$ cat config.mk
export PLATFORM = sky130hd
export DESIGN_NAME = ht_drain
export DESIGN_NICKNAME = d
export VERILOG_FILES = /design/src/rtl/ht_drain.sv
export SDC_FILE = /design/constraint.sdc
export NUM_CORES = 1
export LEC_CHECK = 0
export CAP_MARGIN = 40
export CORE_UTILIZATION = 45
export DETAILED_ROUTE_END_ITERATION = 8
export PLACE_DENSITY_LB_ADDON = 0.08
export SLEW_MARGIN = 40
export SYNTH_ARGS = -nofsm -noshare
export SYNTH_HDL_FRONTEND = slang
export SYNTH_SLANG_ARGS = --single-unit
$ cat constraint.sdc
create_clock -name clk -period 2.4 [get_ports clk]
set_input_delay 0.6 -clock clk [delete_from_list [all_inputs] [get_ports clk]]
set_output_delay 0.6 -clock clk [all_outputs]
set_load 0.05 [all_outputs]
$ cat src/rtl/ht_drain.sv
// ht_drain: drains the parallel output of an upstream sorter as a serial
// valid/ready stream.
//
// A start pulse (the same pulse that loads the sorter) arms a latency
// countdown. When the countdown expires, the sorted array is snapshotted
// into a local buffer. The buffer is then emitted one element per
// accepted transfer. A one-cycle `over` pulse follows the last element.
//
// Ports
//   clk        rising-edge clock
//   rst        asynchronous active-low reset
//   start      one-cycle pulse that starts a drain (honoured only when idle)
//   sorted     parallel sorter output, index elements of width bits
//   out_data   current stream element (0 whenever out_valid is low)
//   out_valid  out_data is valid
//   out_ready  consumer accepts out_data
//   out_last   current element is the final one
//   over       one-cycle pulse after the final transfer
//   busy       a drain is in progress (any state but IDLE)
//   drop_err   sticky: a start arrived while busy
module ht_drain #(
   parameter int index = 32,
   parameter int width = 5,
   parameter int LAT   = 6
) (
   input  logic             clk,
   input  logic             rst,
   input  logic             start,
   input  logic [width-1:0] sorted [0:index-1],
   output logic [width-1:0] out_data,
   output logic             out_valid,
   input  logic             out_ready,
   output logic             out_last,
   output logic             over,
   output logic             busy,
   output logic             drop_err
);

   localparam int unsigned N  = index;
   localparam int          IW = $clog2(index);
   localparam int          CW = (LAT > 1) ? $clog2(LAT) : 1;
   localparam logic [CW-1:0] CNT_INIT = CW'(LAT - 1);
   localparam logic [IW-1:0] IDX_LAST = IW'(index - 1);

   typedef enum logic [1:0] {
      IDLE,
      WAIT,
      SEND,
      DONE
   } state_t;

   state_t           state;
   state_t           state_nxt;
   logic [CW-1:0]    cnt;
   logic [IW-1:0]    idx;
   logic [width-1:0] buf_q [0:index-1];

   logic load_cnt;
   logic dec_cnt;
   logic capture;
   logic xfer;

   // State register
   always_ff @(posedge clk or negedge rst) begin
      if (!rst) begin
         state <= IDLE;
      end else begin
         state <= state_nxt;
      end
   end

   // Next-state and output decode. All stream outputs are decoded from the
   // state, so the asynchronous reset clears them without waiting for clk.
   always_comb begin
      state_nxt = state;
      load_cnt  = 1'b0;
      dec_cnt   = 1'b0;
      capture   = 1'b0;
      xfer      = 1'b0;
      out_valid = 1'b0;
      over      = 1'b0;
      case (state)
         IDLE: begin
            if (start) begin
               load_cnt  = 1'b1;
               state_nxt = WAIT;
            end
         end
         WAIT: begin
            if (cnt == '0) begin
               capture   = 1'b1;
               state_nxt = SEND;
            end else begin
               dec_cnt = 1'b1;
            end
         end
         SEND: begin
            out_valid = 1'b1;
            if (out_ready) begin
               xfer = 1'b1;
               if (idx == IDX_LAST) begin
                  state_nxt = DONE;
               end
            end
         end
         DONE: begin
            over      = 1'b1;
            state_nxt = IDLE;
         end
         default: begin
            state_nxt = IDLE;
         end
      endcase
      busy     = (state != IDLE);
      out_last = (state == SEND) && (idx == IDX_LAST);
      out_data = out_valid ? buf_q[idx] : '0;
   end

   // Datapath: latency counter, element index, capture buffer, error flag
   always_ff @(posedge clk or negedge rst) begin
      if (!rst) begin
         cnt      <= '0;
         idx      <= '0;
         drop_err <= 1'b0;
         for (int unsigned i = 0; i < N; i++) begin
            buf_q[i] <= '0;
         end
      end else begin
         if (load_cnt) begin
            cnt <= CNT_INIT;
         end else if (dec_cnt) begin
            cnt <= cnt - CW'(1);
         end

         if (capture) begin
            idx <= '0;
            for (int unsigned i = 0; i < N; i++) begin
               buf_q[i] <= sorted[i];
            end
         end else if (xfer) begin
            idx <= (idx == IDX_LAST) ? '0 : idx + IW'(1);
         end

         if (start && busy) begin
            drop_err <= 1'b1;
         end
      end
   end

endmodule

Yosys cells after proc, flatten, opt, wreduce, memory -nomap -nowiden
Index checks and enable logic that the tools add are counted.

cells by class
  bitwise gates (word level) = 1
  reductions and logical operators = 8
  magnitude comparators = 1
  $add $sub $neg = 2
  equality and inequality tests = 8
  muxes and demuxes = 24

operator list
  cell                                                                count
  5-bit two-way mux                                                   6
  5-bit binary-select mux with 5-bit select                           1
  1-bit two-way mux                                                   10
  2-bit two-way mux                                                   4
  2-bit != test, second input constant                                4
  2-bit case mux with 4 select lines                                  1
  6-bit greater-or-equal comparator, second input constant            1
  3-bit two-way mux                                                   2
  5-bit inverter with 6-bit output                                    1
  2-bit nonzero test                                                  3
  5-bit by 1-bit adder with 5-bit output, second input constant       1
  5-bit == test, second input constant                                1
  2-bit == test, second input constant                                2
  4-bit AND reduction                                                 1
  3-bit logical NOT                                                   1
  3-bit by 1-bit subtractor with 3-bit output, second input constant  1
  2-bit by 1-bit == test with 1-bit output, second input constant     1
  1-bit logical AND                                                   2
  2-bit logical NOT                                                   1

word-level totals
  output and inout port bits = 10
  input bits = 164
  flip-flop bits (word level) = 171
  logic and storage cells = 80

Longest topological paths before layout
Gate-level depths: netlist of run 1.

  depth after elaboration = 5
  depth in mapped cells = 7

Worst setup path before layout of run 1
Ideal clock, no wire load.

  path type = register to output
  start = reg state[0]
  end = out out_data[0]
  data required time = 1.800 ns
  cell stages (with the launch flop) = 7
  data arrival time = 2.733 ns
  setup slack = -0.933 ns
  path buffers = 1
  path through = dfrtp_1 -> inv_1 -> ha_1 -> clkbuf_1 -> o221a_2 -> o21ai_1 -> a221oi_1

on the way
  cells in the longest elaborated chain, start to end = 3

RTL lines
  what                      RTL line  RTL
  start: declaration        52        state_t state;
  start signal: assignment  68        state <= state_nxt;
  2-bit == test             82        case (state)
  1-bit two-way mux         82
  via out_valid             31        output logic out_valid,
  5-bit two-way mux         116       out_data = out_valid ? buf_q[idx] : '0;
  end: declaration          30        output logic [width-1:0] out_data,

The timed path passes the listed nets, and every way through them passes these cells.

Worst setup path in the final report of run 1
  start = reg idx[0]
  end = out out_data[1]

on the way
  cells in the longest elaborated chain, start to end = 5

RTL lines
  what                                                    RTL line  RTL
  start: declaration                                      55        logic [IW-1:0] idx;
  start signal: assignment                                141       idx <= (idx == IDX_LAST) ? '0 : idx + IW'(1);
  5-bit inverter with 6-bit output (not written as such)  116
  5-bit binary-select mux with 5-bit select               116
  5-bit two-way mux (not written as such) (2 in a row)    116
  5-bit two-way mux                                       116

Every way passes these cells. The select of a mux whose other input is x is not followed.

==> results of run 1 <==
routing by layer:
metal | global-route usage [%] | wire (um)
met5 | 0 | 0
met4 | 7.12 | 282
met3 | 4.20 | 909
met2 | 35.0 | 9000
met1 | 30.1 | 8200
worst max-delay path, delay by kind of cell, from the launching register on:
kind	cells	cell delay [ns]
AOI/OAI and AO/OA	2	0.48
DFF	1	0.53
buffers and inverters	3	0.42
muxes	1	0.49
timing repair:
item / CTS / global route
resized for setup: 23 / 2
setup endpoints to repair: 8 / 8
cloned: 2 / 0
pin swaps: 2 / 1
buffers inserted: 4 / 0
synth_stat cells:
master	number
a21boi_1	1
a21o_1	1
a21oi_1	7
a221oi_1	5
a31oi_1	1
and2_1	1
and3_1	3
buf_12	1
buf_2	22
buf_4	2
buf_6	3
clkbuf_1	6
dfrtp_1	171
ha_1	8
inv_1	7
mux2_2	162
mux2i_1	4
mux4_2	40
nand2_1	7
nand2b_1	4
nand3_1	3
nand3b_1	2
nand4_1	1
nor2_1	3
nor3_1	3
nor3b_1	2
o21a_1	1
o21ai_0	3
o21ai_1	4
o221a_1	3
o221a_2	1
o221ai_1	1
o221ai_2	1
o22a_1	5
o22ai_1	4
o32a_1	1
or4_1	1
or4b_2	1
xnor2_1	1
power by group:
| part | internal (uW) | total, uW | switching [uW] |
|---|---|---|---|
| sequential | 3980 | 4670 | 691 |
| clock | 1740 | 2800 | 1060 |
| combinational | 2700 | 4480 | 1770 |
| total | 8430 | 12000 | 3530 |
final timing paths:
kind / from / to / slack, ns / cells after the start
max: idx[0] / out_data[1] / -0.55 / 6
min: rst / buf_q[52] / 0.10 / 1
max reg2reg: idx[0] / idx[2] / 0.07 / 7
min reg2reg: drop_err / drop_err / 0.47 / 1
max in group asynchronous: rst / buf_q[69] / 1.57 / 2
min in group clk: drop_err / drop_err / 0.47 / 1
metrics by stage:
stage	setup TNS (ns)	hold WS [ns]
4_1_cts	-3.21	0.107
3_3_place_gp	-0.727	0.441
3_5_place_dp	-0.833	0.459
2_1_floorplan	0	0.304
6_report	-3.06	0.103
5_1_grt	-3.41	0.129
flip-flops by register name, summed over array words and instances, names as in the netlist:
name,cells
buf_q,160
idx,5
cnt,3
state,2
drop_err,1
cells by family after synthesis:
kind of cell             Yosys count  share of synthesized area (%)
adder cells (fa/ha/maj)            8                           1.28
buffers and inverters             41                           2.90
multiplexers                     206                           35.3
XOR/XNOR                           1                          0.112
flip-flops                       171                           54.6
AO/OA/AOI/OAI                     39                           3.70
AND/OR/NAND/NOR                   31                           2.19
final cells by class:
type | count | area, um^2
Clock buffer | 20 | 447
Multi-Input combinational cell | 285 | 3510
Inverter | 7 | 26.3
Sequential cell | 171 | 4280
Clock inverter | 9 | 148
Fill cell | 1263 | 5980
Timing Repair Buffer | 205 | 2150
Tap cell | 220 | 275
==> flow_metrics.tcl, run 1 <==
set metrics [dict create \
    cts_tree "yes" \
    grt_max_degree 91 \
    ir_drop_mv 0.637 \
    drive_above_1_share_pct 42.0 \
    max_slew_margin_pct 64.3 \
    final_common_cell "dfrtp_1" \
    synth_cell_type_count 39 \
    yosysTopAreaCell "dfrtp_1" \
    finalWirelength_um 18400 \
    stdcell_area_mm2 0.0108 \
    synth_area_leaders "dfrtp_1, mux2_2, mux4_2, buf_2, ha_1" \
    power_leakage_uw 0.00471 \
    synth_area_mm2 0.00784 \
    rows 47 \
    first_global_vias 5471 \
    period_minus_slack_ns 2.95 \
    fmax_ghz 0.339 \
    syn_nets 669 \
    dp_slack_ns -0.225 \
    die_w_um 134 \
    p_per_area_mw_per_mm2 1100 \
    yosysWarnings 0 \
    cp_cell_sequence "buf_12 > buf_16 > mux4_2 > o22ai_1 > a221oi_4 > buf_6" \
    drv_cap 0 \
    n_antenna_cell 0 \
    hpwl_um 13300 \
    cp.required_ns 1.80 \
    setup_slack_ns -0.551 \
    overflow 0 \
    dr_total_vias 5012 \
    worst-path-max-fanout 7 \
    antenna_found_initial 0 \
    cp.arrival_ns 2.35 \
    finalClockSkew_ns 0.00760 \
    via_per_inst 5.47 \
    critPathKind "reg -> out" \
    crit_path_end_kind "output pin" \
    finalSetupViolations 6 \
    violations "setup timing" \
    drv_slew 0 \
    core_mm2 0.0168 \
    final_cell_mix "dfrtp_1, clkdlybuf4s50_1, mux2_2" \
    dpl_cell_area_mm2 0.0100 \
    start_util_pct 46.6 \
    cts.htree.levels 4 \
    route.detailed.drc 0 \
    place_inst 883 \
    path_clk_slew_ns 0.06 \
    grt_pass1_wl_um 29700 \
    critPathLaunchType "register" \
    ys_seq_area_share_pct 54.6 \
    critPathSlowestCell "dfrtp_4" \
    slowest_delay_ns 0.53 \
    clk_latency_ns 0.42 \
    ys_ff_latch 171 \
    finalWeightedCongestion 0.804 \
    tightestPinTransition_ns 0.534 \
    fin_util_pct 64.4 \
    avgSynthCellArea_um2 15.8 \
    die_y_um 134 \
    cts_hold_buf 0 \
    hold_viol 0 \
    total_power_uw 12000 \
    drtIter0Drc 193 \
    portBuffers 173 \
    ant_nets 0 \
    area_delta_synth_final_pct 38.2 \
    dr.pass1.iters 4 \
    final_cells 917 \
    hold_path_class "in -> async" \
    route.detailed.wl_per_inst_um 20.1 \
    status "complete, but fails checks" \
    grt_use_total_pct 21.8 \
    fin_nets 859 \
    clock-sinks 171 \
    cts_buffers 17 \
    io_pins 174 \
    cts_buffer_depth 2 \
    synthCells 497 \
    rsz0062_at_grt "true" \
    synth_top_cell_area_share_pct 54.6 \
    die-area_mm2 0.0180 \
    cts_root_buffer "clkbuf_16" \
    period_share_pct 123 \
]
No activity file was read; power rests on OpenSTA's default activity.
==> run 2: changes to the inputs <==
--- a/config.mk
+++ b/config.mk
@@ -8,6 +8,7 @@
 export CAP_MARGIN = 40
 export CORE_UTILIZATION = 45
 export DETAILED_ROUTE_END_ITERATION = 8
+export GPL_TIMING_DRIVEN = 0
 export PLACE_DENSITY_LB_ADDON = 0.08
 export SLEW_MARGIN = 40
 export SYNTH_ARGS = -nofsm -noshare
==> run 2 against run 1 <==
The flow still finishes with violations (setup timing); clock power is 3% lower; routed wire length up 6.1%; via count is 0.12% higher; register-to-register slack improved by 0.11 ns; hold slack got worse by 0.057 ns; count of clock-buffer cells in the layout rose by 2; power shrank 0.48%; critical path type unchanged; largest cell class unchanged; largest power group is now combinational logic.
==> flow_metrics.tcl, run 2 (same netlist as run 1, synthesis figures left out) <==
set metrics [dict create \
    hold_path_class "in -> async" \
    cp_common_cell "buf_12" \
    finalSetupViolations 5 \
    final_cell_mix "dfrtp_1, clkdlybuf4s50_1, mux2_2" \
    first_global_vias 5536 \
    overflow 0 \
    slowest_delay_ns 0.50 \
    route.detailed.wl_per_inst_um 20.9 \
    regMostFlops "buf_q" \
    portBuffers 173 \
    grt.busiest_layer "met2" \
    route.detailed.drc 0 \
    grt_use_total_pct 23.2 \
    io_pins 174 \
    antenna_found_initial 0 \
    cp.arrival_ns 2.31 \
    cts_root_buffer "clkbuf_16" \
    fmax_ghz 0.343 \
    power_leakage_uw 0.00477 \
    whs_ns 0.0467 \
    rows 47 \
    grt_use_met2_pct 38.7 \
    ir_drop_mv 0.694 \
    cts.htree.levels 4 \
    top_regs "buf_q x160, idx x5, cnt x3" \
    cts_buffers 17 \
    hold_viol 0 \
    hpwl_um 14500 \
    setup_slack_ns -0.515 \
    drv_slew 0 \
    grtUsageMet1_pct 30.0 \
    clock-sinks 171 \
    place_inst 893 \
    critPathLaunchType "register" \
    n_antenna_cell 0 \
    met3_usage_pct 5.25 \
    grt_max_degree 51 \
    tightestPinTransition_ns 0.496 \
    largest_register_ffs 160 \
    max_slew_margin_pct 66.8 \
    total_power_uw 11900 \
    clk_latency_ns 0.42 \
    ant_nets 0 \
    grt_pass1_wl_um 30600 \
    status "complete, but fails checks" \
    period_share_pct 121 \
    core_mm2 0.0168 \
    cp.required_ns 1.80 \
    drive_above_1_share_pct 43.3 \
    critPathSlowestCell "mux4_2" \
    die_w_um 134 \
    r2r_setup_slack_ns 0.18 \
    final_cells 932 \
    die_y_um 134 \
    period_minus_slack_ns 2.91 \
    area_delta_synth_final_pct 38.7 \
    start_util_pct 46.6 \
    via_per_inst 5.38 \
    finalWeightedCongestion 0.782 \
    cts_tree "yes" \
    finalWirelength_um 19500 \
    fin_nets 873 \
    p_per_area_mw_per_mm2 1090 \
    cts_buffer_depth 2 \
    violations "setup timing" \
    worst-path-max-fanout 9 \
    rsz0062_at_grt "true" \
    critPathKind "reg -> out" \
    cp_cell_sequence "buf_8 > buf_12 > buf_12 > mux4_2 > o221a_2 > o21ai_2 > a221oi_4 > buf_6" \
    finalClockSkew_ns 0.00550 \
    crit_path_end_kind "output pin" \
    drtIter0Drc 183 \
    drv_cap 0 \
    dr_total_vias 5018 \
    final_common_cell "dfrtp_1" \
    dr.pass1.iters 5 \
    path_clk_slew_ns 0.06 \
    die-area_mm2 0.0180 \
]
-- run 2: cell types whose count changed in the layout (fill, tap and decap cells not counted), moves of 2 or more --
cell / delta
clkbuf_1: +3
o21ai_2: +2
buf_2: +18
o22ai_1: -2
mux2i_1: -3
o22ai_2: +2
buf_12: -5
mux2i_4: +3
clkbuf_2: +4
buf_8: +6
buf_4: -12
dfrtp_1: +2
-- run 2: through the flow --
stage	setup WS, ns	utilization (%)	setup TNS (ns)	area [um^2]
6_report	-0.515	64.7	-2.53	10900
5_1_grt	-0.612	64.7	-3.03	10900
4_1_cts	-0.568	64.6	-2.72	10900
3_5_place_dp	-0.892	59.6	-5.16	10000
3_3_place_gp	-6.08	59.1	-1042.84	9950
2_1_floorplan	0.0401	-	0	7940
-- run 2: path summary, 6_finish.rpt --
kind,startpoint,end,cells after the start
worst min register to register,drop_err,drop_err,1
worst min-delay path,rst,buf_q[52],1
worst max-delay path,idx[0],out_data[0],8
max in group asynchronous,rst,buf_q[86],3
min in group clk,drop_err,drop_err,1
worst max register to register,state[1],buf_q[9],7
-- run 2: critical path: cells and delay by family (launching register included) --
family,cells,cell delay (ns)
buffers and inverters,4,0.56
muxes,1,0.50
AOI/OAI and AO/OA,3,0.44
DFF,1,0.37
-- run 2: timing repair --
item / CTS / global route
gates resized for setup: 86 / 3
endpoints found under the setup margin: 52 / 6
pin swaps: 4 / 6
hold buffers: 0 / 0
setup buffers: 9 / 0
-- run 2: layout make-up --
cell class | count | area (um^2)
clock buffers | 22 | 454
well taps | 220 | 275
multi-input cells | 285 | 3550
fillers | 1282 | 5940
plain buffers | 34 | 259
inverters | 7 | 26.3
clock inverters | 8 | 120
repair buffers | 185 | 1910
flip-flops and latches | 171 | 4280
-- run 2: power breakdown --
group	internal, uW	leakage [uW]	switching, uW
clock	1650	0.000276	1080
combinational	2640	0.00225	2000
sequential	3980	0.00224	556
-- run 2: layer usage --
metal,up-vias,share of wire (%),wire (um)
li1,2278,-,-
met1,2586,43,8470
met2,133,50,9760
met3,21,4.5,887
met4,0,2.0,396
met5,-,0,0
==> run 3: changes to the inputs <==
--- a/config.mk
+++ b/config.mk
@@ -5,6 +5,7 @@
 export SDC_FILE = /design/constraint.sdc
 export NUM_CORES = 1
 export LEC_CHECK = 0
+export ABC_AREA = 1
 export CAP_MARGIN = 40
 export CORE_UTILIZATION = 45
 export DETAILED_ROUTE_END_ITERATION = 8
==> run 3 against run 2 <==
Final cell count up 67%; sequential share of layout area down 1.3 points; highest routed layer unchanged; largest power group unchanged; fmax up 5.2%; routed wire length up 27%; utilization down 0.28 points; sequential cell count unchanged; critical path type unchanged; largest cell class unchanged; critical path depth up 1; count of clock-buffer cells in the layout down 3; via count up 54%; sequential power up 14%; the run still ends with setup timing left; register-to-register slack worse by 0.06 ns; area after synthesis up 3.9%.
==> flow_metrics.tcl, run 3 <==
set metrics [dict create \
    cp.required_ns 1.80 \
    synthCells 1122 \
    synth_area_mm2 0.00815 \
    slowest_delay_ns 0.49 \
    hold_path_class "in -> async" \
    clk_latency_ns 0.44 \
    yosysMostFrequentCell "nand2_1" \
    cts_buffer_depth 2 \
    synth_area_leaders "dfrtp_1, nand2_1, nand3_1, buf_2, a21oi_1" \
    critPathLaunchType "register" \
    fmax_ghz 0.361 \
    start_util_pct 46.6 \
    grt_use_total_pct 27.9 \
    route.detailed.wl_per_inst_um 16.0 \
    grt_max_degree 77 \
    ant_nets 0 \
    via_per_inst 4.98 \
    regMostFlops "buf_q" \
    ys_ff_latch 171 \
    drtIter0Drc 601 \
    max_slew_margin_pct 56.8 \
    finalClockSkew_ns 0.00754 \
    clock-sinks 171 \
    critPathKind "reg -> out" \
    final_cell_mix "nand2_1, dfrtp_1, clkdlybuf4s50_1" \
    synth-async-reset-ratio_pct 100 \
    core_mm2 0.0175 \
    dr.pass1.iters 6 \
    critPathBufInv 3 \
    largest_register_ffs 160 \
    area_delta_synth_final_pct 38.0 \
    cpLargestDelayFamily "buffers and inverters" \
    power_leakage_uw 0.00566 \
    ys_seq_area_share_pct 52.5 \
    grt_pass1_wl_um 38200 \
    synth_common_cells "nand2_1, dfrtp_1, nand3_1" \
    synth_top_cell_area_share_pct 52.5 \
    yosysWarnings 0 \
    finalWirelength_um 24900 \
    hold_viol 0 \
    top_regs "buf_q x160, idx x5, cnt x3" \
    cts_root_buffer "clkbuf_16" \
    worst-path-max-fanout 10 \
    whs_ns 0.0396 \
    crit_path_end_kind "output pin" \
    antenna_found_initial 0 \
    finalWeightedCongestion 0.958 \
    portBuffers 173 \
    status "complete, but fails checks" \
    io_pins 174 \
    dp_slack_ns -0.916 \
    tightestPinTransition_ns 0.646 \
    drv_cap 0 \
    final_common_cell "nand2_1" \
    overflow 0 \
    finalSetupViolations 6 \
    cts_buffers 17 \
    die-area_mm2 0.0187 \
    first_global_vias 7310 \
    synth_edf_count 0 \
    period_share_pct 115 \
    cp.arrival_ns 2.17 \
    ir_drop_mv 0.946 \
    cts.htree.levels 4 \
    rsz0062_at_grt "true" \
    critPathSlowestCell "dfrtp_2" \
    p_per_area_mw_per_mm2 1290 \
    path_clk_slew_ns 0.06 \
    route.detailed.drc 0 \
    setup_slack_ns -0.371 \
    die_y_um 137 \
    cts_hold_buf 0 \
    hpwl_um 18000 \
    syn_nets 1294 \
    yosysTopAreaCell "dfrtp_1" \
    synth_cell_type_count 20 \
    period_minus_slack_ns 2.77 \
    avgSynthCellArea_um2 7.26 \
    cp_cell_sequence "buf_12 > buf_8 > nand2_1 > nand3_2 > nand3_1 > nand2_1 > nand3_2 > a21oi_2 > buf_6" \
    n_antenna_cell 0 \
    synthFlopType "dfrtp_1" \
    cts_tree "yes" \
    fin_nets 1493 \
    dr_total_vias 7752 \
    die_w_um 137 \
    rows 48 \
    drive_above_1_share_pct 10.2 \
    drv_slew 0 \
    violations "setup timing" \
]
-- run 3: metal layers --
layer / up-vias / share of wire [%] / global-route usage, %
met5: - / 0 / 0
met4: 0 / 1.7 / 9.32
met3: 34 / 6.8 / 4.89
met2: 266 / 47 / 45.1
met1: 3590 / 44 / 37.9
li1: 3862 / - / -
-- run 3: logic make-up after synthesis --
group           after synthesis  synth area share (%)
compound gates               37                  2.36
xor+xnor                      1                 0.107
fa+ha+maj                     8                  1.23
buf+inv                      82                  4.30
flops                       171                  52.5
simple gates                823                  39.5
-- run 3: final cells by class --
cell class / count / area (um^2)
Timing Repair inverter: 1 / 5.00
Clock buffer: 19 / 443
Clock inverter: 11 / 148
Timing Repair Buffer: 180 / 1850
Sequential cell: 171 / 4280
Tap cell: 225 / 282
Buffer: 62 / 495
Inverter: 19 / 77.6
Multi-Input combinational cell: 869 / 3670
Fill cell: 1620 / 6230
-- run 3: power breakdown --
part,switching [uW],total (uW),leakage [uW],internal [uW]
Clock,1160,2820,0.000289,1650
Combinational,3970,6480,0.00345,2510
Sequential,856,5180,0.00192,4320
Total,5990,14500,0.00566,8490
-- run 3: repair_timing --
item / 4_1_cts / 5_1_grt
setup buffers: 2 / 2
gates resized for setup: 111 / 48
cloned: 1 / 1
pin swaps: 3 / 5
setup endpoints to repair: 8 / 9
-- run 3: final timing paths --
kind,start,slack [ns],end,depth (start not counted)
min in group clk,drop_err,0.46,drop_err,1
min reg2reg,drop_err,0.46,drop_err,1
min,rst,0.04,buf_q[58],1
max,idx[0],-0.37,out_data[4],9
max in group asynchronous,rst,1.67,buf_q[8],2
max reg2reg,state[1],0.12,buf_q[50],8
-- run 3: metrics by stage --
stage                     utilization [%]  area, um^2  cells  TNS [ns]  power [uW]
after detailed placement             58.5       10200   1522     -4.97       10800
after global placement               58.2       10200   1520  -1087.94       10700
after CTS                            63.2       11000   1554     -1.87       14100
final                                64.4       11300   1557     -1.93       14500
after floorplan                         -        8150   1122    -0.971        8730
after global routing                 64.4       11300   1557     -2.31       15500
